--- src/rtl/tmds_rx_align.sv ---
// TMDS receive word aligner: searches bit offsets for runs of control tokens and barrel-shifts
// the raw 1:10 stream into aligned words. Decoder is built only when TMDS_DECODE_EN is defined.
module tmds_rx_align #(
  parameter int SEARCH_CYCLES = 4096,
  parameter int TOKEN_RUN     = 8
) (
  input  logic       clk,
  input  logic       rst_n,
  input  logic [9:0] i_dat_10bit,
  output logic [9:0] o_dat_10bit,
  output logic [7:0] o_d,
  output logic [1:0] o_c,
  output logic       o_de,
  output logic       o_locked,
  output logic [3:0] o_offset
);
  localparam logic [15:0] TIMER_END = 16'(SEARCH_CYCLES - 1);
  localparam logic [7:0]  RUN_LOCK  = 8'(TOKEN_RUN);

  typedef enum logic {ST_SEARCH, ST_LOCKED} state_t;

  state_t      state_q, state_d;
  logic [3:0]  offset_q, offset_d, offset_adv;
  logic [7:0]  run_q, run_d, run_inc;
  logic [15:0] timer_q, timer_d, timer_inc;
  logic        skip_q, skip_d;
  logic [9:0]  prev_q, prev_d, aln_q, aln_d, dat_q;
  logic [19:0] window;
  logic        tok;

  assign prev_d     = i_dat_10bit;
  assign window     = {i_dat_10bit, prev_q};
  assign aln_d      = window[{1'b0, offset_q} +: 10];
  assign offset_adv = (offset_q == 4'd9) ? 4'd0 : offset_q + 4'd1;
  assign run_inc    = (run_q == 8'hFF) ? run_q : run_q + 8'd1;
  assign timer_inc  = (timer_q == 16'hFFFF) ? timer_q : timer_q + 16'd1;

  always_comb begin
    tok = 1'b0;
    case (aln_q)
      10'b1101010100, 10'b0010101011,
      10'b0101010100, 10'b1010101011: tok = 1'b1;
      default:                        tok = 1'b0;
    endcase
  end

  // skip_q masks the one aln_q word that was still cut at the previous offset
  always_comb begin
    state_d  = state_q;
    offset_d = offset_q;
    run_d    = run_q;
    timer_d  = timer_q;
    skip_d   = 1'b0;
    case (state_q)
      ST_SEARCH: begin
        run_d   = (tok && !skip_q) ? run_inc : 8'd0;
        timer_d = timer_inc;
        if (run_d >= RUN_LOCK) begin
          state_d = ST_LOCKED;
          timer_d = 16'd0;
        end else if (timer_q >= TIMER_END) begin
          offset_d = offset_adv;
          timer_d  = 16'd0;
          run_d    = 8'd0;
          skip_d   = 1'b1;
        end
      end
      ST_LOCKED: begin
        if (tok) begin
          timer_d = 16'd0;
        end else if (timer_q >= TIMER_END) begin
          state_d  = ST_SEARCH;
          offset_d = offset_adv;
          timer_d  = 16'd0;
          run_d    = 8'd0;
          skip_d   = 1'b1;
        end else begin
          timer_d = timer_inc;
        end
      end
      default: state_d = ST_SEARCH;
    endcase
  end

  always_ff @(posedge clk or negedge rst_n) begin
    if (!rst_n) begin
      state_q  <= ST_SEARCH;
      offset_q <= 4'd0;
      run_q    <= 8'd0;
      timer_q  <= 16'd0;
      skip_q   <= 1'b0;
      prev_q   <= 10'd0;
      aln_q    <= 10'd0;
      dat_q    <= 10'd0;
    end else begin
      state_q  <= state_d;
      offset_q <= offset_d;
      run_q    <= run_d;
      timer_q  <= timer_d;
      skip_q   <= skip_d;
      prev_q   <= prev_d;
      aln_q    <= aln_d;
      dat_q    <= aln_q;
    end
  end

  assign o_dat_10bit = dat_q;
  assign o_locked    = (state_q == ST_LOCKED);
  assign o_offset    = offset_q;

`ifdef TMDS_DECODE_EN
  logic [8:0] q_w;
  logic [7:0] d_d, d_q;
  logic [1:0] c_d, c_q;
  logic       de_d, de_q;

  always_comb begin
    q_w    = aln_q[9] ? {aln_q[8], ~aln_q[7:0]} : aln_q[8:0];
    d_d    = 8'd0;
    d_d[0] = q_w[0];
    for (int i = 1; i < 8; i++) begin
      d_d[i] = q_w[8] ? (q_w[i] ^ q_w[i-1]) : ~(q_w[i] ^ q_w[i-1]);
    end
    de_d = 1'b1;
    c_d  = 2'b00;
    case (aln_q)
      10'b1101010100: begin de_d = 1'b0; c_d = 2'b00; d_d = 8'd0; end
      10'b0010101011: begin de_d = 1'b0; c_d = 2'b01; d_d = 8'd0; end
      10'b0101010100: begin de_d = 1'b0; c_d = 2'b10; d_d = 8'd0; end
      10'b1010101011: begin de_d = 1'b0; c_d = 2'b11; d_d = 8'd0; end
      default: ;
    endcase
  end

  always_ff @(posedge clk or negedge rst_n) begin
    if (!rst_n) begin
      d_q  <= 8'd0;
      c_q  <= 2'b00;
      de_q <= 1'b0;
    end else begin
      d_q  <= d_d;
      c_q  <= c_d;
      de_q <= de_d;
    end
  end

  assign o_d  = d_q;
  assign o_c  = c_q;
  assign o_de = de_q;
`else
  assign o_d  = 8'd0;
  assign o_c  = 2'b00;
  assign o_de = 1'b0;
`endif
endmodule

--- config.mk ---
export PLATFORM = sky130hd
export DESIGN_NAME = tmds_rx_align
export DESIGN_NICKNAME = d
export VERILOG_FILES = /design/src/rtl/tmds_rx_align.sv
export SDC_FILE = /design/constraint.sdc
export NUM_CORES = 1
export LEC_CHECK = 0
export ABC_AREA = 1
export BUFFER_PORTS_ARGS = -buffer_cell sky130_fd_sc_hd__buf_2
export CELL_PAD_IN_SITES_DETAIL_PLACEMENT = 1
export CELL_PAD_IN_SITES_GLOBAL_PLACEMENT = 2
export CORE_MARGIN = 2
export CORE_UTILIZATION = 35
export CTS_CLUSTER_SIZE = 10
export DETAILED_ROUTE_END_ITERATION = 10
export GPL_TIMING_DRIVEN = 0
export PLACE_DENSITY = 0.91
export RECOVER_POWER = 100
export SYNTH_ARGS = -nofsm -noshare
export SYNTH_HDL_FRONTEND = slang
export SYNTH_SLANG_ARGS = --single-unit
--- constraint.sdc ---
create_clock -name clk -period 2.3 [get_ports clk]
set_input_delay 0.115 -clock clk [delete_from_list [all_inputs] [get_ports clk]]
set_output_delay 0.115 -clock clk [all_outputs]
set_load 0.01 [all_outputs]
==> results.json <==
{
  "status": "completed",
  "clk_pin_slew_ps": 70,
  "r2r-start": "run_q[0]$_DFFE_PN0P_",
  "max_slew_margin_pct": 3.931,
  "synth_seq_cells": 60,
  "hold_depth": 0,
  "period_share_pct": 90.80,
  "num_io_pins": 38,
  "syn_to_final_growth_pct": 19.29,
  "hold_path_class": "reg -> reg",
  "grt_pass1_vias": 2905,
  "ys_top_cells_by_area": "dfrtp_1 46%, nand2_1 12%, o21ai_0 4.9%",
  "antenna_found_initial": 0,
  "arrival_ps": 2370,
  "cts_buffer_depth": 2,
  "io_buffer_count": 26,
  "clkLatencyLatePin_ps": 350,
  "yosysSeqAreaShare_pct": 46.30,
  "nFillCells": 1142,
  "rsz0062_at_grt": "no",
  "dieHeight_um": 100.3,
  "cp-end-kind": "flop",
  "hold_violations": 0,
  "yosys.cell_types.count": 39,
  "cp_slowest_cell": "dfrtp_1",
  "placed_cell_area_sq_mm": 0.003565,
  "post_drt_wl_per_cell_um": 14.42,
  "place_hpwl_mm": 6.123,
  "async_reset_ff_share_pct": 100.0,
  "firstDrtPassIters": 4,
  "nets": 469,
  "rows": 35,
  "fin_crit_ps": 2088,
  "postRouteAntennaNets": 0,
  "fin_hold_ws_ps": 360.6,
  "dieWidth_um": 100.3,
  "syn_avg_cell_area_sq_um": 8.252,
  "place_congestion": 0.8910,
  "synth_area_sq_mm": 0.003243,
  "routed_wl_mm": 8.231,
  "dieArea_sq_mm": 0.01005,
  "start_util_pct": 35.60,
  "htree_levels": 3,
  "yosys_warnings": 0,
  "groute.usage.overall_pct": 17.94,
  "cts_buffers": 9,
  "path_class": "reg -> reg",
  "drc": 0,
  "crit_chain": "ha_1, nand2_2, nor2_1, nand2_2, nand3_1, o21ai_2, nand3_1, nand2_4, nand3_4, buf_4, nor2_4",
  "fmax_mhz": 478.8,
  "critPathMaxFanout": 10,
  "post_cts_resized": 0,
  "antenna_cells": 0,
  "maxCapViolCount": 0,
  "p_leak_nw": 1.710,
  "fin_tns_setup_ps": 0,
  "drv_slew": 0,
  "layout-drive-gt1-share_pct": 12.83,
  "clock_sinks": 60,
  "cpPeakStageDelay_ps": 420,
  "rr_worst_depth": 11,
  "skew_ps": 5.929,
  "holdBufCountCts": 10,
  "grt_pass1_wl_mm": 14.09,
  "coreArea_sq_mm": 0.009109,
  "drt_iter0_drc": 79,
  "seqCellArea_sq_mm": 0.001501,
  "grt.overflow.total": 0,
  "grt_max_degree": 61,
  "peakVddDrop_mv": 0.3292,
  "routed_via_density": 4.893,
  "synth_top_area_share_pct": 46.30,
  "final_design_area_no_fill_sq_mm": 0.003869,
  "min_from": "aln_q[9]$_DFF_PN0_",
  "cts-root-buf": "clkbuf_8",
  "cts_setup_buffers": 0,
  "setup_viol": 0,
  "syn-instance-count": 393,
  "worst_pin_slew_ps": 1441,
  "synthFlopType": "dfrtp_1",
  "critPathLaunchType": "flop",
  "vias": 2794,
  "required_ps": 2580,
  "multiInputGateArea_sq_mm": 0.001511,
  "synth_top_cell_by_area": "dfrtp_1",
  "cp-startpoint": "run_q[0]$_DFFE_PN0P_",
  "powerDensity_mw_per_mm2": 1027,
  "synth_edf_count": 0,
  "cts_tree": "built"
}
-- worst paths after layout --
path / to / slack [ps]
min reg2reg: o_dat_10bit[9]$_DFF_PN0_ / 360
min in group asynchronous: timer_q[5]$_DFF_PN0_ / 650
max reg2reg: timer_q[10]$_DFF_PN0_ / 210
min: o_dat_10bit[9]$_DFF_PN0_ / 360
max in group asynchronous: prev_q[0]$_DFF_PN0_ / 800
max: timer_q[10]$_DFF_PN0_ / 210
-- layout make-up --
| type | instances | share of cell area (%) |
|---|---|---|
| Sequential cell | 60 | 38.81 |
| Timing Repair Buffer | 37 | 5.401 |
| Tap cell | 111 | 3.590 |
| Clock buffer | 10 | 3.558 |
| Clock inverter | 6 | 2.878 |
| Buffer | 23 | 3.493 |
| Inverter | 33 | 3.202 |
| Multi-Input combinational cell | 291 | 39.07 |
-- logic make-up after synthesis --
kind of cell             share of synthesized area (%)
adder cells (fa/ha/maj)                         0.7715
buffers and inverters                            8.372
XOR/XNOR                                         2.971
other                                           0.1156
multiplexers                                    0.9260
AND/OR/NAND/NOR                                  30.02
AO/OA/AOI/OAI                                    10.53
flip-flops                                       46.30
-- worst max-delay path: cells and delay by family (launching register included) --
kind / cells / cell delay, ps
fa+ha+maj: 1 / 240
compound gates: 1 / 170
flops: 1 / 420
buf+inv: 1 / 230
simple gates: 8 / 950
-- stage by stage --
step,cells,util (%),setup slack (ps),power (mW)
floorplan,407,-,586.3,2.325
global placement,544,39.13,285.4,2.781
detailed placement,544,39.13,266.8,2.808
CTS,570,42.97,247.4,4.034
global route,571,42.47,51.90,4.280
finish,571,42.47,211.6,3.973
-- layout by cell type (no fill, tap or decap), types with 2 or more instances in the layout --
cell type	count
nand2_1	105
dfrtp_1	60
nand3_1	32
o21ai_0	32
clkbuf_1	31
inv_1	30
nor2_1	27
conb_1	15
buf_4	12
xor2_1	11
dlygate4sd3_1	11
nand4_1	10
nor2_4	10
clkbuf_8	10
o211ai_1	6
a21oi_1	5
nand2_2	5
nor3_1	4
mux2i_1	3
o221ai_1	3
nor2_2	3
a31oi_1	3
bufinv_16	3
buf_2	2
clkinv_1	2
clkbuf_2	2
buf_1	2
o21ai_2	2
o21ai_1	2
o31ai_1	2
ha_1	2
-- cell usage after synthesis, types with 2 or more instances --
master / instances
a21oi_1: 5
a31oi_1: 3
buf_1: 2
buf_2: 3
buf_4: 11
clkbuf_1: 6
clkinv_1: 2
dfrtp_1: 60
ha_1: 2
inv_1: 30
mux2i_1: 3
nand2_1: 105
nand2_2: 5
nand3_1: 31
nand3_2: 2
nand4_1: 9
nor2_1: 27
nor2_2: 3
nor2_4: 10
nor3_1: 4
o211ai_1: 6
o21ai_0: 32
o21ai_1: 2
o21ai_2: 2
o221ai_1: 3
o31ai_1: 2
xor2_1: 11
-- flip-flops by register name (all words and copies together) (netlist names) --
signal and flops:
o_dat_10bit 10, skip_q 1, timer_q 16, o_locked 1, o_offset 4, prev_q 10
aln_q 10, run_q 8
-- metal layers --
layer / GRT usage [%] / wire length, um
met1: 24.25 / 3946
met2: 27.88 / 3850
met3: 4.178 / 297
met4: 7.060 / 137
met5: 0 / 0
-- report_power, final --
part,switching [mW],internal [mW],total [mW]
Sequential,0.139,1.29,1.42
Combinational,0.910,0.438,1.35
Clock,0.452,0.749,1.20
No activity file was read; power rests on OpenSTA's default activity.
